File: config.mk
export PLATFORM = sky130hd
export DESIGN_NAME = pipe_hazard_ctrl_flat
export DESIGN_NICKNAME = d
export VERILOG_FILES = /design/src/rtl/pipe_hazard_ctrl_if.sv /design/src/rtl/pipe_hazard_ctrl.sv /design/src/flat_wrapper.sv
export SDC_FILE = /design/constraint.sdc
export NUM_CORES = 1
export LEC_CHECK = 0
export ABC_CLOCK_PERIOD_IN_PS = 3700
export CORE_MARGIN = 2
export CORE_UTILIZATION = 41
export DETAILED_ROUTE_END_ITERATION = 8
export MAX_ROUTING_LAYER = met4
export PLACE_DENSITY = 0.82
export RECOVER_POWER = 50
export SYNTH_ARGS = -nofsm -noshare
export SYNTH_HDL_FRONTEND = slang
export SYNTH_SLANG_ARGS = --single-unit
File: constraint.sdc
create_clock -name clk -period 3.7 [get_ports clk]
set_input_delay 0.74 -clock clk [delete_from_list [all_inputs] [get_ports clk]]
set_output_delay 0.74 -clock clk [all_outputs]
set_load 0.005 [all_outputs]
File: src/rtl/pipe_hazard_ctrl_if.sv
// rtl/pipe_hazard_ctrl_if.sv - decode/execute observation and hazard control bundle
//
// Signals:
//   id_rs1, id_rs2         source registers of the instruction in ID
//   id_rs1_en, id_rs2_en   ID instruction actually reads rs1 / rs2
//   ex_rd                  destination register of the instruction in EX
//   ex_load                EX instruction is a load
//   ex_br_taken            EX resolved a taken branch or jump
//   ex_mdu                 EX instruction is a multi-cycle mul/div
//   pc_hold, if_id_hold, if_id_flush, id_ex_hold, id_ex_flush, ex_mem_flush
//                          pipeline register controls from the controller
//   mdu_busy               controller is sequencing a mul/div
//   stall_cnt              saturating count of PC-hold cycles
// Modports: master = pipeline side, slave = hazard controller.
interface pipe_hazard_ctrl_if;
  logic [4:0]  id_rs1;
  logic [4:0]  id_rs2;
  logic        id_rs1_en;
  logic        id_rs2_en;
  logic [4:0]  ex_rd;
  logic        ex_load;
  logic        ex_br_taken;
  logic        ex_mdu;
  logic        pc_hold;
  logic        if_id_hold;
  logic        if_id_flush;
  logic        id_ex_hold;
  logic        id_ex_flush;
  logic        ex_mem_flush;
  logic        mdu_busy;
  logic [15:0] stall_cnt;

  modport master (
    output id_rs1, id_rs2, id_rs1_en, id_rs2_en, ex_rd, ex_load, ex_br_taken, ex_mdu,
    input  pc_hold, if_id_hold, if_id_flush, id_ex_hold, id_ex_flush, ex_mem_flush,
           mdu_busy, stall_cnt
  );

  modport slave (
    input  id_rs1, id_rs2, id_rs1_en, id_rs2_en, ex_rd, ex_load, ex_br_taken, ex_mdu,
    output pc_hold, if_id_hold, if_id_flush, id_ex_hold, id_ex_flush, ex_mem_flush,
           mdu_busy, stall_cnt
  );
endinterface

File: src/rtl/pipe_hazard_ctrl.sv
// rtl/pipe_hazard_ctrl.sv - load-use, branch and mul/div hazard controller for a 5-stage pipeline
//
// Ports:
//   clk   pipeline clock, rising edge
//   rst   synchronous active-low reset
//   hz    pipe_hazard_ctrl_if.slave: ID/EX observations in, hold/flush controls,
//         mdu_busy and stall_cnt out
// Parameter MDU_LAT (2..16): total EX residency of a mul/div instruction.
// Build macro PIPE_CTRL_MDU_EN: when defined, mul/div sequencing (MDU state) is
// present; when undefined, ex_mdu is ignored and id_ex_hold/ex_mem_flush/mdu_busy are 0.
module pipe_hazard_ctrl #(
  parameter int MDU_LAT = 4
) (
  input  logic clk,
  input  logic rst,
  pipe_hazard_ctrl_if.slave hz
);

  logic        load_use;
  logic [15:0] stall_q;

  // x0 is hardwired zero, so a load targeting it never creates a dependency.
  assign load_use = hz.ex_load && (hz.ex_rd != 5'd0) &&
                    ((hz.id_rs1_en && (hz.id_rs1 == hz.ex_rd)) ||
                     (hz.id_rs2_en && (hz.id_rs2 == hz.ex_rd)));

`ifdef PIPE_CTRL_MDU_EN
  typedef enum logic {RUN = 1'b0, MDU = 1'b1} state_t;

  // Entry cycle happens in RUN and the release cycle has cnt==0, so the
  // counter only covers the held cycles in between.
  localparam logic [3:0] CNT_INIT = 4'(MDU_LAT - 2);

  state_t     state;
  logic [3:0] cnt;

  always_comb begin
    hz.pc_hold      = 1'b0;
    hz.if_id_hold   = 1'b0;
    hz.if_id_flush  = 1'b0;
    hz.id_ex_hold   = 1'b0;
    hz.id_ex_flush  = 1'b0;
    hz.ex_mem_flush = 1'b0;
    hz.mdu_busy     = 1'b0;
    if (rst) begin
      if (state == MDU) begin
        hz.mdu_busy = 1'b1;
        if (cnt != 4'd0) begin
          hz.pc_hold      = 1'b1;
          hz.if_id_hold   = 1'b1;
          hz.id_ex_hold   = 1'b1;
          hz.ex_mem_flush = 1'b1;
        end
      end else if (hz.ex_br_taken) begin
        hz.if_id_flush = 1'b1;
        hz.id_ex_flush = 1'b1;
      end else if (hz.ex_mdu) begin
        hz.pc_hold      = 1'b1;
        hz.if_id_hold   = 1'b1;
        hz.id_ex_hold   = 1'b1;
        hz.ex_mem_flush = 1'b1;
      end else if (load_use) begin
        hz.pc_hold     = 1'b1;
        hz.if_id_hold  = 1'b1;
        hz.id_ex_flush = 1'b1;
      end
    end
  end

  always_ff @(posedge clk) begin
    if (!rst) begin
      state <= RUN;
      cnt   <= 4'd0;
    end else begin
      case (state)
        RUN: begin
          if (!hz.ex_br_taken && hz.ex_mdu) begin
            state <= MDU;
            cnt   <= CNT_INIT;
          end
        end
        MDU: begin
          if (cnt != 4'd0) begin
            cnt <= cnt - 4'd1;
          end else begin
            state <= RUN;
          end
        end
        default: state <= RUN;
      endcase
    end
  end
`else
  logic unused_mdu;
  assign unused_mdu = hz.ex_mdu ^ 1'(MDU_LAT);

  always_comb begin
    hz.pc_hold      = 1'b0;
    hz.if_id_hold   = 1'b0;
    hz.if_id_flush  = 1'b0;
    hz.id_ex_hold   = 1'b0;
    hz.id_ex_flush  = 1'b0;
    hz.ex_mem_flush = 1'b0;
    hz.mdu_busy     = 1'b0;
    if (rst) begin
      if (hz.ex_br_taken) begin
        hz.if_id_flush = 1'b1;
        hz.id_ex_flush = 1'b1;
      end else if (load_use) begin
        hz.pc_hold     = 1'b1;
        hz.if_id_hold  = 1'b1;
        hz.id_ex_flush = 1'b1;
      end
    end
  end
`endif

  always_ff @(posedge clk) begin
    if (!rst) begin
      stall_q <= 16'd0;
    end else if (hz.pc_hold && (stall_q != 16'hFFFF)) begin
      stall_q <= stall_q + 16'd1;
    end
  end

  assign hz.stall_cnt = stall_q;

endmodule

File: src/flat_wrapper.sv
// flat-port wrapper written by rule: the top's interface ports become plain ports
module pipe_hazard_ctrl_flat 
#(
  parameter int MDU_LAT = 4
)
  (clk, rst, hz_id_rs1, hz_id_rs2, hz_id_rs1_en, hz_id_rs2_en, hz_ex_rd, hz_ex_load, hz_ex_br_taken, hz_ex_mdu, hz_pc_hold, hz_if_id_hold, hz_if_id_flush, hz_id_ex_hold, hz_id_ex_flush, hz_ex_mem_flush, hz_mdu_busy, hz_stall_cnt);
  pipe_hazard_ctrl_if hz_i ();
  input  logic clk;
  input  logic rst;
  input wire logic [$bits(hz_i.id_rs1)-1:0] hz_id_rs1;
  input wire logic [$bits(hz_i.id_rs2)-1:0] hz_id_rs2;
  input wire logic [$bits(hz_i.id_rs1_en)-1:0] hz_id_rs1_en;
  input wire logic [$bits(hz_i.id_rs2_en)-1:0] hz_id_rs2_en;
  input wire logic [$bits(hz_i.ex_rd)-1:0] hz_ex_rd;
  input wire logic [$bits(hz_i.ex_load)-1:0] hz_ex_load;
  input wire logic [$bits(hz_i.ex_br_taken)-1:0] hz_ex_br_taken;
  input wire logic [$bits(hz_i.ex_mdu)-1:0] hz_ex_mdu;
  output wire logic [$bits(hz_i.pc_hold)-1:0] hz_pc_hold;
  output wire logic [$bits(hz_i.if_id_hold)-1:0] hz_if_id_hold;
  output wire logic [$bits(hz_i.if_id_flush)-1:0] hz_if_id_flush;
  output wire logic [$bits(hz_i.id_ex_hold)-1:0] hz_id_ex_hold;
  output wire logic [$bits(hz_i.id_ex_flush)-1:0] hz_id_ex_flush;
  output wire logic [$bits(hz_i.ex_mem_flush)-1:0] hz_ex_mem_flush;
  output wire logic [$bits(hz_i.mdu_busy)-1:0] hz_mdu_busy;
  output wire logic [$bits(hz_i.stall_cnt)-1:0] hz_stall_cnt;
  assign hz_i.id_rs1 = hz_id_rs1;
  assign hz_i.id_rs2 = hz_id_rs2;
  assign hz_i.id_rs1_en = hz_id_rs1_en;
  assign hz_i.id_rs2_en = hz_id_rs2_en;
  assign hz_i.ex_rd = hz_ex_rd;
  assign hz_i.ex_load = hz_ex_load;
  assign hz_i.ex_br_taken = hz_ex_br_taken;
  assign hz_i.ex_mdu = hz_ex_mdu;
  assign hz_pc_hold = hz_i.pc_hold;
  assign hz_if_id_hold = hz_i.if_id_hold;
  assign hz_if_id_flush = hz_i.if_id_flush;
  assign hz_id_ex_hold = hz_i.id_ex_hold;
  assign hz_id_ex_flush = hz_i.id_ex_flush;
  assign hz_ex_mem_flush = hz_i.ex_mem_flush;
  assign hz_mdu_busy = hz_i.mdu_busy;
  assign hz_stall_cnt = hz_i.stall_cnt;
  pipe_hazard_ctrl #(.MDU_LAT(MDU_LAT)) u_core (.clk(clk), .rst(rst), .hz(hz_i));
endmodule
==> impl_metrics.json <==
{
  "antenna_found_initial": 0,
  "synth.cell_area_um2": 1040,
  "placementRows": 18,
  "critPathLaunchType": "input pin",
  "synth_area_leaders": "dfxtp_1, or4_1, o31ai_1",
  "status": "finished, final reports clean",
  "hold_viol": 0,
  "htree_num_levels": 1,
  "path_class": "in -> out",
  "drt_wl_total_um": 2690,
  "fin_crit_sh": 0.937,
  "area_growth_syn_to_layout_pct": 41.6,
  "p_leak_nw": 0.496,
  "p_int_w": 0.000261,
  "pwr-share-clk": 0.348,
  "io_buffers": 40,
  "seq_area_um2": 320,
  "root_buffer": "clkbuf_4",
  "r2r_end": "u_core.hz.stall_cnt[14]$_SDFFE_PN0P_",
  "seq_area_frac_synth": 0.308,
  "endpoint_kind": "output port",
  "clkLatencyLatePin_ns": 0.29,
  "drt-vias-per-instance": 5.66,
  "die_h_um": 54.4,
  "overflow": 0,
  "num-nets-final": 192,
  "sequentialPowerShare": 0.503,
  "max-cap-violations": 0,
  "diodes": 0,
  "cts_sinks": 16,
  "tns_ns": 0,
  "placed_cells": 194,
  "cts_made_buffers": 3,
  "num_vias": 1120,
  "yosys_warnings": 0,
  "multiInputGateArea_um2": 667,
  "r2r_setup_slack_ns": 1.73,
  "combPwrFrac": 0.149,
  "fmax_mhz": 289,
  "ios": 45,
  "fp.dieW_um": 54.4,
  "yosysTopAreaCell": "dfxtp_1",
  "required_ns": 2.96,
  "worstHoldPathCells": 2,
  "ys_ff_latch": 16,
  "cts_buffer_depth": 2,
  "hold_path_class": "reg -> reg",
  "rsz0062_at_grt": "false",
  "grt_usage": 0.192,
  "grt_max_degree": 32,
  "start_util": 0.427,
  "layout.cells.non_filler": 198,
  "routedWlPerCell_um": 13.6,
  "fill_cells": 233,
  "synth_cells": 130,
  "hpwlAfterDp_um": 2060,
  "r2r-start": "u_core.hz.stall_cnt[0]$_SDFFE_PN0P_",
  "post-cts-setup-buffers": 0,
  "peakVddDrop_mv": 0.283,
  "cp.arrival_ns": 2.73,
  "period_needed_ns": 3.47,
  "drv_slew": 0,
  "detail_route.first_pass.iterations": 4,
  "reg2reg_depth": 6,
  "grt_pass1_wl_um": 4040,
  "synthArstFlopShare": 0,
  "grt_pass1_vias": 919,
  "yosys-top-cells-count": "dfxtp_1, a21oi_1, or4_1",
  "cts_resized": 0,
  "syn-mean-instance-area_um2": 8.00,
  "drive_gt1_frac": 0.0357,
  "ctsHoldBuffers": 0,
  "synth_cell_types": 32,
  "clk_pin_slew_worst_paths_ns": 0.09,
  "relSlewSlack": 0.280,
  "dieArea_um2": 2960,
  "total_power_w": 0.000342,
  "worst_slew_pin_slew_ns": 1.08,
  "synth_edf_count": 0,
  "largest_reg_flops": 16,
  "drc": 0,
  "min_to": "u_core.hz.stall_cnt[5]$_SDFFE_PN0P_",
  "synth_top_area_frac": 0.308,
  "drtIter0Drc": 24,
  "sw_frac_of_total": 0.238,
  "powerDensity_nw_per_um2": 232,
  "final_antenna_net_count": 0,
  "synth-main-ff-cell": "dfxtp_1",
  "hp-start": "u_core.hz.stall_cnt[5]$_SDFFE_PN0P_",
  "p_sw_w": 0.0000814,
  "yosysMostFrequentCell": "dfxtp_1",
  "cp_max_fo": 8,
  "clock-skew-final_ns": 0.00503,
  "gp_congestion": 0.774,
  "setup_viol": 0,
  "core_area_um2": 2430,
  "cts_tree": "yes"
}
[metrics by stage]
stage                     hold slack [ns]  setup WS [ns]  utilization  area (um2)
final                               0.502          0.234        0.605        1470
after CTS                           0.503          0.231        0.607        1480
after global placement              0.480          0.259        0.592        1440
after floorplan                     0.481           1.01            -        1050
after global routing                0.527          0.102        0.605        1470
after detailed placement            0.486          0.237        0.592        1440
[critical path, stage by stage]
cell and delay, ns:
clkdlybuf4s50_1 0.48, or4_1 0.61, o21ai_2 0.31, nor2_1 0.11, clkdlybuf4s50_1 0.47
[worst max path at each step]
stage          slack (ns)         from              to  cells after the start
3_5_place_dp         0.24  hz_ex_rd[0]   hz_if_id_hold                      5
3_3_place_gp         0.26  hz_ex_rd[0]   hz_if_id_hold                      5
2_1_floorplan        1.01  hz_ex_rd[3]      hz_pc_hold                      7
6_report             0.23  hz_ex_rd[0]   hz_if_id_hold                      5
4_1_cts              0.23  hz_ex_rd[0]   hz_if_id_hold                      5
5_1_grt              0.10  hz_ex_rd[1]  hz_id_ex_flush                      7
[cells in the final DEF, fill, tap and decap left out, types with 2 or more instances in the layout]
cell type         n
clkdlybuf4s50_1  23
dlygate4sd3_1    17
dfxtp_1          16
a21oi_1          15
or4_1            13
o31ai_1          12
nand2_1          11
xor2_1            8
nor2_1            5
nand4_1           5
nor4_1            4
nand3_1           4
o21ai_0           3
and2_1            3
or3_1             3
conb_1            3
clkbuf_4          3
xnor2_1           2
o21a_1            2
inv_1             2
[per-layer routing]
layer	GRT usage	up-vias	wire length (um)
met2	0.315	21	1420
met4	0.0375	0	19
met1	0.239	522	1170
met5	-	-	0
met3	0.0492	2	74
li1	-	575	-
[power groups by stage]
stage	logic (W)	registers, W	clock network (W)
6_report	0.0000512	0.000172	0.000119
2_1_floorplan	0.0000226	0.000176	0
4_1_cts	0.0000519	0.000172	0.000123
3_5_place_dp	0.0000518	0.000176	0
5_1_grt	0.0000555	0.000172	0.000131
3_3_place_gp	0.0000506	0.000176	0
[area by class of cell]
class / count / share of cell area
multi-input combinational: 105 / 0.453
timing repair buffer: 41 / 0.274
clock buffer: 4 / 0.0246
sequential: 16 / 0.218
inverter: 2 / 0.00510
tap: 30 / 0.0255
[logic make-up after synthesis]
group	after synthesis	synth area share
xor+xnor	10	0.0842
other cells	1	0.00361
fa+ha+maj	1	0.0120
simple gates	52	0.290
flops	16	0.308
buf+inv	11	0.0578
mux	1	0.00963
compound gates	38	0.235
No activity file was read; power rests on OpenSTA's default activity.
